===== src/rtl/uart_rx_pkg.sv =====
// Shared definitions for the 8N1 UART receiver: frame shape, FSM encoding and bit-timing helpers.
package uart_rx_pkg;

  localparam int unsigned DataBits      = 8;
  localparam int unsigned StopBits      = 1;
  localparam int unsigned MinClksPerBit = 4;

  typedef enum logic [2:0] {
    StIdle  = 3'd0,
    StStart = 3'd1,
    StData  = 3'd2,
    StStop  = 3'd3,
    StBreak = 3'd4
  } state_e;

  function automatic int unsigned clks_per_bit(input int unsigned main_clk,
                                               input int unsigned baud);
    return main_clk / baud;
  endfunction

  function automatic int unsigned half_bit(input int unsigned main_clk,
                                           input int unsigned baud);
    return clks_per_bit(main_clk, baud) / 2;
  endfunction

endpackage


===== src/rtl/uart_rx_if.sv =====
// Receiver-side bundle: serial line in, byte strobe and status out towards the byte queue.
interface uart_rx_if;
  import uart_rx_pkg::*;

  logic                rx;
  logic [DataBits-1:0] data_out;
  logic                en;
  logic                frame_err;
  logic                busy;

  modport master (
    input  rx,
    output data_out,
    output en,
    output frame_err,
    output busy
  );

  modport slave (
    output rx,
    input  data_out,
    input  en,
    input  frame_err,
    input  busy
  );

endinterface


===== src/rtl/uart_rx_sync.sv =====
// Two-flop synchronizer with a configurable reset value; idle-high lines reset to 1.
module uart_rx_sync #(
  parameter logic ResetVal = 1'b1
) (
  input  logic clk,
  input  logic rst,
  input  logic d_i,
  output logic q_o
);

  logic meta_q;
  logic sync_q;

  always_ff @(posedge clk) begin
    if (rst) begin
      meta_q <= ResetVal;
      sync_q <= ResetVal;
    end else begin
      meta_q <= d_i;
      sync_q <= meta_q;
    end
  end

  assign q_o = sync_q;

endmodule


===== src/rtl/uart_rx.sv =====
// 8N1 UART receiver: mid-bit sampling, start/stop validation, one-cycle byte and framing strobes.
module uart_rx
  import uart_rx_pkg::*;
#(
  parameter int unsigned MAIN_CLK = 12000000,
  parameter int unsigned BAUD     = 115200
) (
  input  logic      clk,
  input  logic      rst,
  uart_rx_if.master bus
);

  localparam int unsigned N    = clks_per_bit(MAIN_CLK, BAUD);
  localparam int unsigned H    = half_bit(MAIN_CLK, BAUD);
  localparam int unsigned CntW = $clog2(N);

  localparam logic [CntW-1:0] CntBit  = CntW'(N - 1);
  localparam logic [CntW-1:0] CntHalf = CntW'(H - 1);
  localparam logic [2:0]      LastBit = 3'(DataBits - 1);

  if (N < MinClksPerBit) begin : gen_bad_baud
    $error("uart_rx: MAIN_CLK/BAUD must be at least 4 clocks per bit");
  end

  logic rx_s;

  uart_rx_sync #(
    .ResetVal (1'b1)
  ) u_sync (
    .clk (clk),
    .rst (rst),
    .d_i (bus.rx),
    .q_o (rx_s)
  );

  state_e              state_q;
  logic [CntW-1:0]     cnt_q;
  logic [2:0]          bit_idx_q;
  logic [DataBits-1:0] shift_q;
  logic [DataBits-1:0] data_q;
  logic                en_q;
  logic                ferr_q;

  // Counter reloads on every state entry so each sample point is measured from T0.
  always_ff @(posedge clk) begin
    if (rst) begin
      state_q   <= StIdle;
      cnt_q     <= '0;
      bit_idx_q <= '0;
      shift_q   <= '0;
      data_q    <= '0;
      en_q      <= 1'b0;
      ferr_q    <= 1'b0;
    end else begin
      en_q   <= 1'b0;
      ferr_q <= 1'b0;
      unique case (state_q)
        StIdle: begin
          if (!rx_s) begin
            state_q <= StStart;
            cnt_q   <= CntHalf;
          end
        end
        StStart: begin
          if (cnt_q == '0) begin
            cnt_q <= CntBit;
            if (rx_s) begin
              state_q <= StIdle;
            end else begin
              state_q   <= StData;
              bit_idx_q <= '0;
            end
          end else begin
            cnt_q <= cnt_q - CntW'(1);
          end
        end
        StData: begin
          if (cnt_q == '0) begin
            shift_q <= {rx_s, shift_q[DataBits-1:1]};
            cnt_q   <= CntBit;
            if (bit_idx_q == LastBit) begin
              state_q <= StStop;
            end else begin
              bit_idx_q <= bit_idx_q + 3'd1;
            end
          end else begin
            cnt_q <= cnt_q - CntW'(1);
          end
        end
        StStop: begin
          if (cnt_q == '0) begin
            cnt_q <= CntBit;
            if (rx_s) begin
              data_q  <= shift_q;
              en_q    <= 1'b1;
              state_q <= StIdle;
            end else begin
              ferr_q  <= 1'b1;
              state_q <= StBreak;
            end
          end else begin
            cnt_q <= cnt_q - CntW'(1);
          end
        end
        StBreak: begin
          // A held-low line yields a single frame_err; wait for idle before rearming.
          if (rx_s) begin
            state_q <= StIdle;
            cnt_q   <= CntHalf;
          end
        end
        default: begin
          state_q <= StIdle;
          cnt_q   <= CntHalf;
        end
      endcase
    end
  end

  assign bus.data_out  = data_q;
  assign bus.en        = en_q;
  assign bus.frame_err = ferr_q;
  assign bus.busy      = (state_q != StIdle);

endmodule


===== src/flat_wrapper.sv =====
// flat-port wrapper written by rule: the top's interface ports become plain ports
module uart_rx_flat import uart_rx_pkg::*;
#(
  parameter int unsigned MAIN_CLK = 12000000,
  parameter int unsigned BAUD     = 115200
)
  (clk, rst, bus_rx, bus_data_out, bus_en, bus_frame_err, bus_busy);
  uart_rx_if bus_i ();
  input  logic clk;
  input  logic rst;
  input wire logic [$bits(bus_i.rx)-1:0] bus_rx;
  output wire logic [$bits(bus_i.data_out)-1:0] bus_data_out;
  output wire logic [$bits(bus_i.en)-1:0] bus_en;
  output wire logic [$bits(bus_i.frame_err)-1:0] bus_frame_err;
  output wire logic [$bits(bus_i.busy)-1:0] bus_busy;
  assign bus_i.rx = bus_rx;
  assign bus_data_out = bus_i.data_out;
  assign bus_en = bus_i.en;
  assign bus_frame_err = bus_i.frame_err;
  assign bus_busy = bus_i.busy;
  uart_rx #(.MAIN_CLK(MAIN_CLK), .BAUD(BAUD)) u_core (.clk(clk), .rst(rst), .bus(bus_i));
endmodule

===== config.mk =====
export PLATFORM = sky130hd
export DESIGN_NAME = uart_rx_flat
export DESIGN_NICKNAME = d
export VERILOG_FILES = /design/src/rtl/uart_rx_pkg.sv /design/src/rtl/uart_rx_if.sv /design/src/rtl/uart_rx_sync.sv /design/src/rtl/uart_rx.sv /design/src/flat_wrapper.sv
export SDC_FILE = /design/constraint.sdc
export NUM_CORES = 1
export LEC_CHECK = 0
export ABC_AREA = 1
export CAP_MARGIN = 20
export CORE_ASPECT_RATIO = 1.25
export CORE_UTILIZATION = 52
export CTS_BUF_LIST = sky130_fd_sc_hd__clkbuf_8
export CTS_CLUSTER_DIAMETER = 100
export CTS_CLUSTER_SIZE = 12
export DETAILED_ROUTE_END_ITERATION = 8
export HOLD_SLACK_MARGIN = 0.1
export PLACE_DENSITY = 0.77
export SETUP_SLACK_MARGIN = 0.5
export SKIP_CTS_REPAIR_TIMING = 1
export SLEW_MARGIN = 25
export SYNTH_ARGS = -nofsm -noshare
export SYNTH_HDL_FRONTEND = slang
export SYNTH_HIERARCHICAL = 1
export SYNTH_SLANG_ARGS = --single-unit

===== constraint.sdc =====
create_clock -name clk -period 1.3 [get_ports clk]
set_input_delay 0.13 -clock clk [delete_from_list [all_inputs] [get_ports clk]]
set_output_delay 0.13 -clock clk [all_outputs]
set_load 0.03 [all_outputs]

Word level (Yosys, flattened, before mapping)
Index checks and enable logic that the tools add are counted.
Word-level totals
  register bits after elaboration: 33
  bits of input ports: 3
  output and inout bits: 11
  word-level logic and storage cells: 57
Cells by class
  $add $sub $neg: 2
  equal/unequal tests: 13
  mux-type cells: 20
  bitwise operators: 2
  reductions and logical operators: 11
Operators with widths (count)
  two-way mux 3 bit: 11
  two-way mux 7 bit: 3
  case mux 7 bit (3 select lines): 1
  case mux 3 bit (5 select lines): 1
  inequality test 2 x 1 -> 1 bit (second input constant): 4
  inequality test 2 bit (second input constant): 4
  zero test 7 bit: 1
  subtractor 7 x 1 -> 7 bit (second input constant): 1
  == test 3 x 2 -> 1 bit (second input constant): 2
  == test 3 bit (second input constant): 2
  case mux 3 bit (2 select lines): 1
  AND reduction 6 bit: 1
  OR reduction 3 bit: 2
  AND reduction 5 bit: 1
  AND reduction 2 bit: 2
  adder 3 x 1 -> 3 bit (second input constant): 1
  == test 3 x 1 -> 1 bit (second input constant): 1
  zero test 3 bit: 1
  AND reduction 3 bit: 1
  nonzero test 3 bit: 1
  two-way mux 1 bit: 2
  two-way mux 2 bit: 1
  inverter 1 bit: 2
  nonzero test 2 bit: 1

Longest topological paths before layout
  depth after elaboration: 4
  mapped depth: 10
  depth with buffers taken out: 10

Hierarchy
The synthesis kept the hierarchy.
Modules (own cells, without submodules)
  uart_rx: instances 1, cells an instance 176, area each 1382.6 µm², seq. area each 620.6 µm²
  uart_rx_sync: instances 1, cells an instance 7, area each 58.8 µm², seq. area each 40.0 µm²

Least setup slack after synthesis
No wires, ideal clock.
  path kind: register -> register
  from: register u_core.cnt_q[0]
  to: register u_core.bit_idx_q[1]
  setup time: 0.066 ns
  arrival time: 1.338 ns
  required time: 1.234 ns
  setup slack: -0.104 ns
  stages on the path, launching flop included: 10
  path buffers: 1
  period minus slack after synthesis: 1.404 ns
  path through: dfxtp_1 inv_1 ha_1 inv_1 nor2_1 nand3_4 nor2_4 buf_6 nand3_4 a21oi_2
On the way
  cells in the longest elaborated chain, start to end: 3
  elaborated cells on any way between the ends: 4
  classes of those cells: eq/ne: 2; reduce/logical: 2
Ends and longest elaborated chain
  from (decl): RTL line uart_rx.sv:37  | logic [CntW-1:0] cnt_q;
  from (signal assigned): RTL line uart_rx.sv:61  | cnt_q <= CntHalf;
  from (signal assigned): RTL line uart_rx.sv:66  | cnt_q <= CntBit;
  from (signal assigned): RTL line uart_rx.sv:74  | cnt_q <= cnt_q - CntW'(1);
  zero test 7 bit *: RTL line uart_rx.sv:65, uart_rx.sv:78
  inequality test 2 x 1 -> 1 bit (no source line)
  AND reduction 5 bit (no source line) *
  to (signal assigned): RTL line uart_rx.sv:84  | bit_idx_q <= bit_idx_q + 3'd1;
  to (decl): RTL line uart_rx.sv:38  | logic [2:0] bit_idx_q;
Mark *: on every way between the ends. The rest lies on a longest branch, timed or not.
A chain may end at the register's enable or synchronous reset.

Final worst setup path
  from: register u_core.bit_idx_q[1]
  to: register u_core.bit_idx_q[1]
On the way
  cells in the longest elaborated chain, start to end: 4
  elaborated cells on any way between the ends: 7
  classes of those cells: add/sub: 1; eq/ne: 2; mux: 3; reduce/logical: 1
Ends and longest elaborated chain
  adder 3 x 1 -> 3 bit: RTL line uart_rx.sv:84
  two-way mux 3 bit: RTL line uart_rx.sv:81  | if (bit_idx_q == LastBit) begin
  two-way mux 3 bit: RTL line uart_rx.sv:78  | if (cnt_q == '0) begin
  case mux 3 bit (2 select lines): RTL line uart_rx.sv:57  | unique case (state_q)
Several ways; a longest one is shown, not always the timed one. The select of a mux whose other input is x is not followed.

==> metrics.csv <==
metric,value,unit
vias post-DR,1362,
TritonCTS Buffers,5,
Max H-tree Level,2,
Worst IR Drop VDD,1.12,mV
Fin. Hold Viols,0,
combinational fraction of design power,48.5,%
P&R area growth vs syn,45.5,%
crit start category,register,
internal power,2.42,mW
CTS tree,done,
number of synthesized flops with an enable pin,0,
power share of the clock group,18.3,%
WS Path Type,reg -> reg,
Reg2Reg Depth,8,
Hold Crit Class,in -> reg,
"flops & latches, synth",33,
root buf cell,clkbuf_8,
Slew @ Worst Pin,273,ps
worst-skew pair later-pin latency,300,ps
die height,60.9,um
"Net Count, Synth",190,
DRT antenna net count,0,
die area,2990,um2
Synth Instances,183,
"Reg clk slew, reported paths",70,ps
count of different cell masters after synthesis,23,
outcome,finished with violations,
vias per cell,5.28,
fill count,173,
hold path depth,3,
most frequent CP cell,ha_4,
vias in the first global route,1176,
Post-Syn Area per Cell,7.88,um2
Mapped Area,1440,um2
Critical Path RT,1520,ps
Crit-path slowest cell,dfxtp_2,
Worst Path Buf+Inv,2,
maxcap violations,0,
Post-synth ARST share,0,%
CP Depth,8,
# IOs,14,
row count,21,
FF/Latch Area,683,um2
Sw Ratio,40.8,%
"commonest non-fill, non-tap cell in the layout",nand2_1,
clk_skew,15.1,ps
final setup margin,-125,ps
multi-input gate area in the final layout,803,um2
Core Box Area,2650,um2
initial drt markers,50,
Main synth FF type,dfxtp_1,
CP max FO,4,
drt pass-1 iters,4,
grt total ovfl,0,
Die Wd,49.1,um
CP max stage delay,340,ps
post-layout util,79.0,%
initial antenna violation count,0,
antenna cells,0,
global-route usage over all layers,22.6,%
P_leak,0.886,nW
GP Congestion,0.822,
Crit. End Element,register,
CTS sink count,33,
period utilization,110,%
Fmax achieved,702,MHz
CP top delay family,simple AND/OR/NAND/NOR gates,
nets,230,
Hold WS,383,ps
NetSw,1.67,mW
fin crit period,1420,ps
CP cell instances,"ha_4, ha_4, inv_2, nand4_1, nand2_2, buf_12, nand3_4, a21oi_2",
clock buffer depth,2,
sequential share of the synthesized area,45.8,%
DRC Markers,0,
drt total wl,3630,um
wire length of the first global-routing pass,4970,um
fin. max-slew vios,0,
most frequent cells in the layout,"nand2_1, buf_4, inv_1",
Seq pwr share,33.2,%
PD cells,1950,nW/um2
final setup vio count,23,
Worst slew margin,81.7,%
hpwl dp,2210,um
Critical Path AT,1640,ps
starting density of the core,54.3,%
unrepaired setup endpoints after global routing,yes,
share of layout cells above drive strength 1,46.0,%
Final Power,4.10,mW
I/O Buffers,13,
largest net degree at the start of global routing,26,
WL per Instance,14.1,um
synth warn,6,
failing checks,negative setup slack,
registers in the layout, indices dropped and copies added (netlist names):
register,flops
u_core/bit_idx_q,3
u_core/bus.data_out,8
u_core/bus.en,1
u_core/bus.frame_err,1
u_core/cnt_q,7
u_core/shift_q,8
u_core/state_q,3
u_core/u_sync/meta_q,1
u_core/u_sync/q_o,1
kinds of logic after synthesis:
group	after synthesis	share of synthesized area (%)
AOI/OAI and AO/OA	47	17.2
xor gates and xnor gates	2	1.22
adders and majority gates	4	3.47
buffers and inverters	31	9.29
DFF	33	45.8
and+or+nand+nor	66	23.0
worst min-delay path: cells and delay by family:
family | cells | cell delay [ps]
buf+inv | 2 | 450
simple gates | 1 | 40
metrics by stage:
step / cells / instance area [um2] / setup slack, ps / setup TNS, ps
global route: 258 / 2100 / -193 / -3810
finish: 258 / 2100 / -125 / -1780
CTS: 248 / 1860 / -153 / -2730
global placement: 240 / 1780 / -48.6 / -256
floorplan: 183 / 1500 / -33.0 / -64.5
detailed placement: 240 / 1780 / -95.2 / -1040
power groups by stage:
stage | logic (mW) | registers, mW | clock network [mW]
finish | 1.99 | 1.36 | 0.749
global route | 2.17 | 1.38 | 0.800
CTS | 1.58 | 1.33 | 0.752
detailed placement | 1.57 | 1.35 | 0
global placement | 1.50 | 1.34 | 0
floorplan | 1.09 | 1.36 | 0
cell usage after synthesis (2+ instances only):
cell type | number | area (um2)
buf_2 | 2 | 10.0
xor2_1 | 2 | 17.5
nand3_4 | 2 | 35.0
a21oi_1 | 23 | 115
inv_1 | 25 | 93.8
nand2_1 | 29 | 109
buf_6 | 2 | 22.5
a21oi_2 | 2 | 17.5
nand3_1 | 10 | 50.1
o21ai_0 | 19 | 95.1
nor2_1 | 13 | 48.8
nor2_4 | 3 | 33.8
nand4_1 | 5 | 31.3
ha_1 | 4 | 50.1
nor3_1 | 2 | 10.0
dfxtp_1 | 33 | 661
per-layer routing:
| layer | part of all wire [%] | vias to the layer above | GRT usage, % |
|---|---|---|---|
| met4 | 2.5 | 0 | 14.7 |
| met2 | 53 | 32 | 40.1 |
| li1 | - | 681 | - |
| met3 | 4.0 | 10 | 5.26 |
| met5 | 0 | - | 0 |
| met1 | 41 | 639 | 24.5 |
final timing paths:
kind | start | to | slack, ps
min reg2reg | u_core/u_sync/meta_q$_SDFF_PP1_ | u_core/u_sync/q_o$_SDFF_PP1_ | 450
max | u_core/bit_idx_q[1]$_SDFFE_PP0P_ | u_core/bit_idx_q[1]$_SDFFE_PP0P_ | -120
min | bus_rx | u_core/u_sync/meta_q$_SDFF_PP1_ | 380
max reg2reg | u_core/bit_idx_q[1]$_SDFFE_PP0P_ | u_core/bit_idx_q[1]$_SDFFE_PP0P_ | -120
layout make-up:
type                            instances  share of cell area, %
Tap cell                               34                   2.03
Sequential cell                        33                   32.6
Multi-Input combinational cell        119                   38.3
Inverter                               26                   4.77
Clock buffer                            5                   3.28
Timing Repair Buffer                   38                   18.4
Clock inverter                          3                  0.656
No activity file was read; power rests on OpenSTA's default activity.
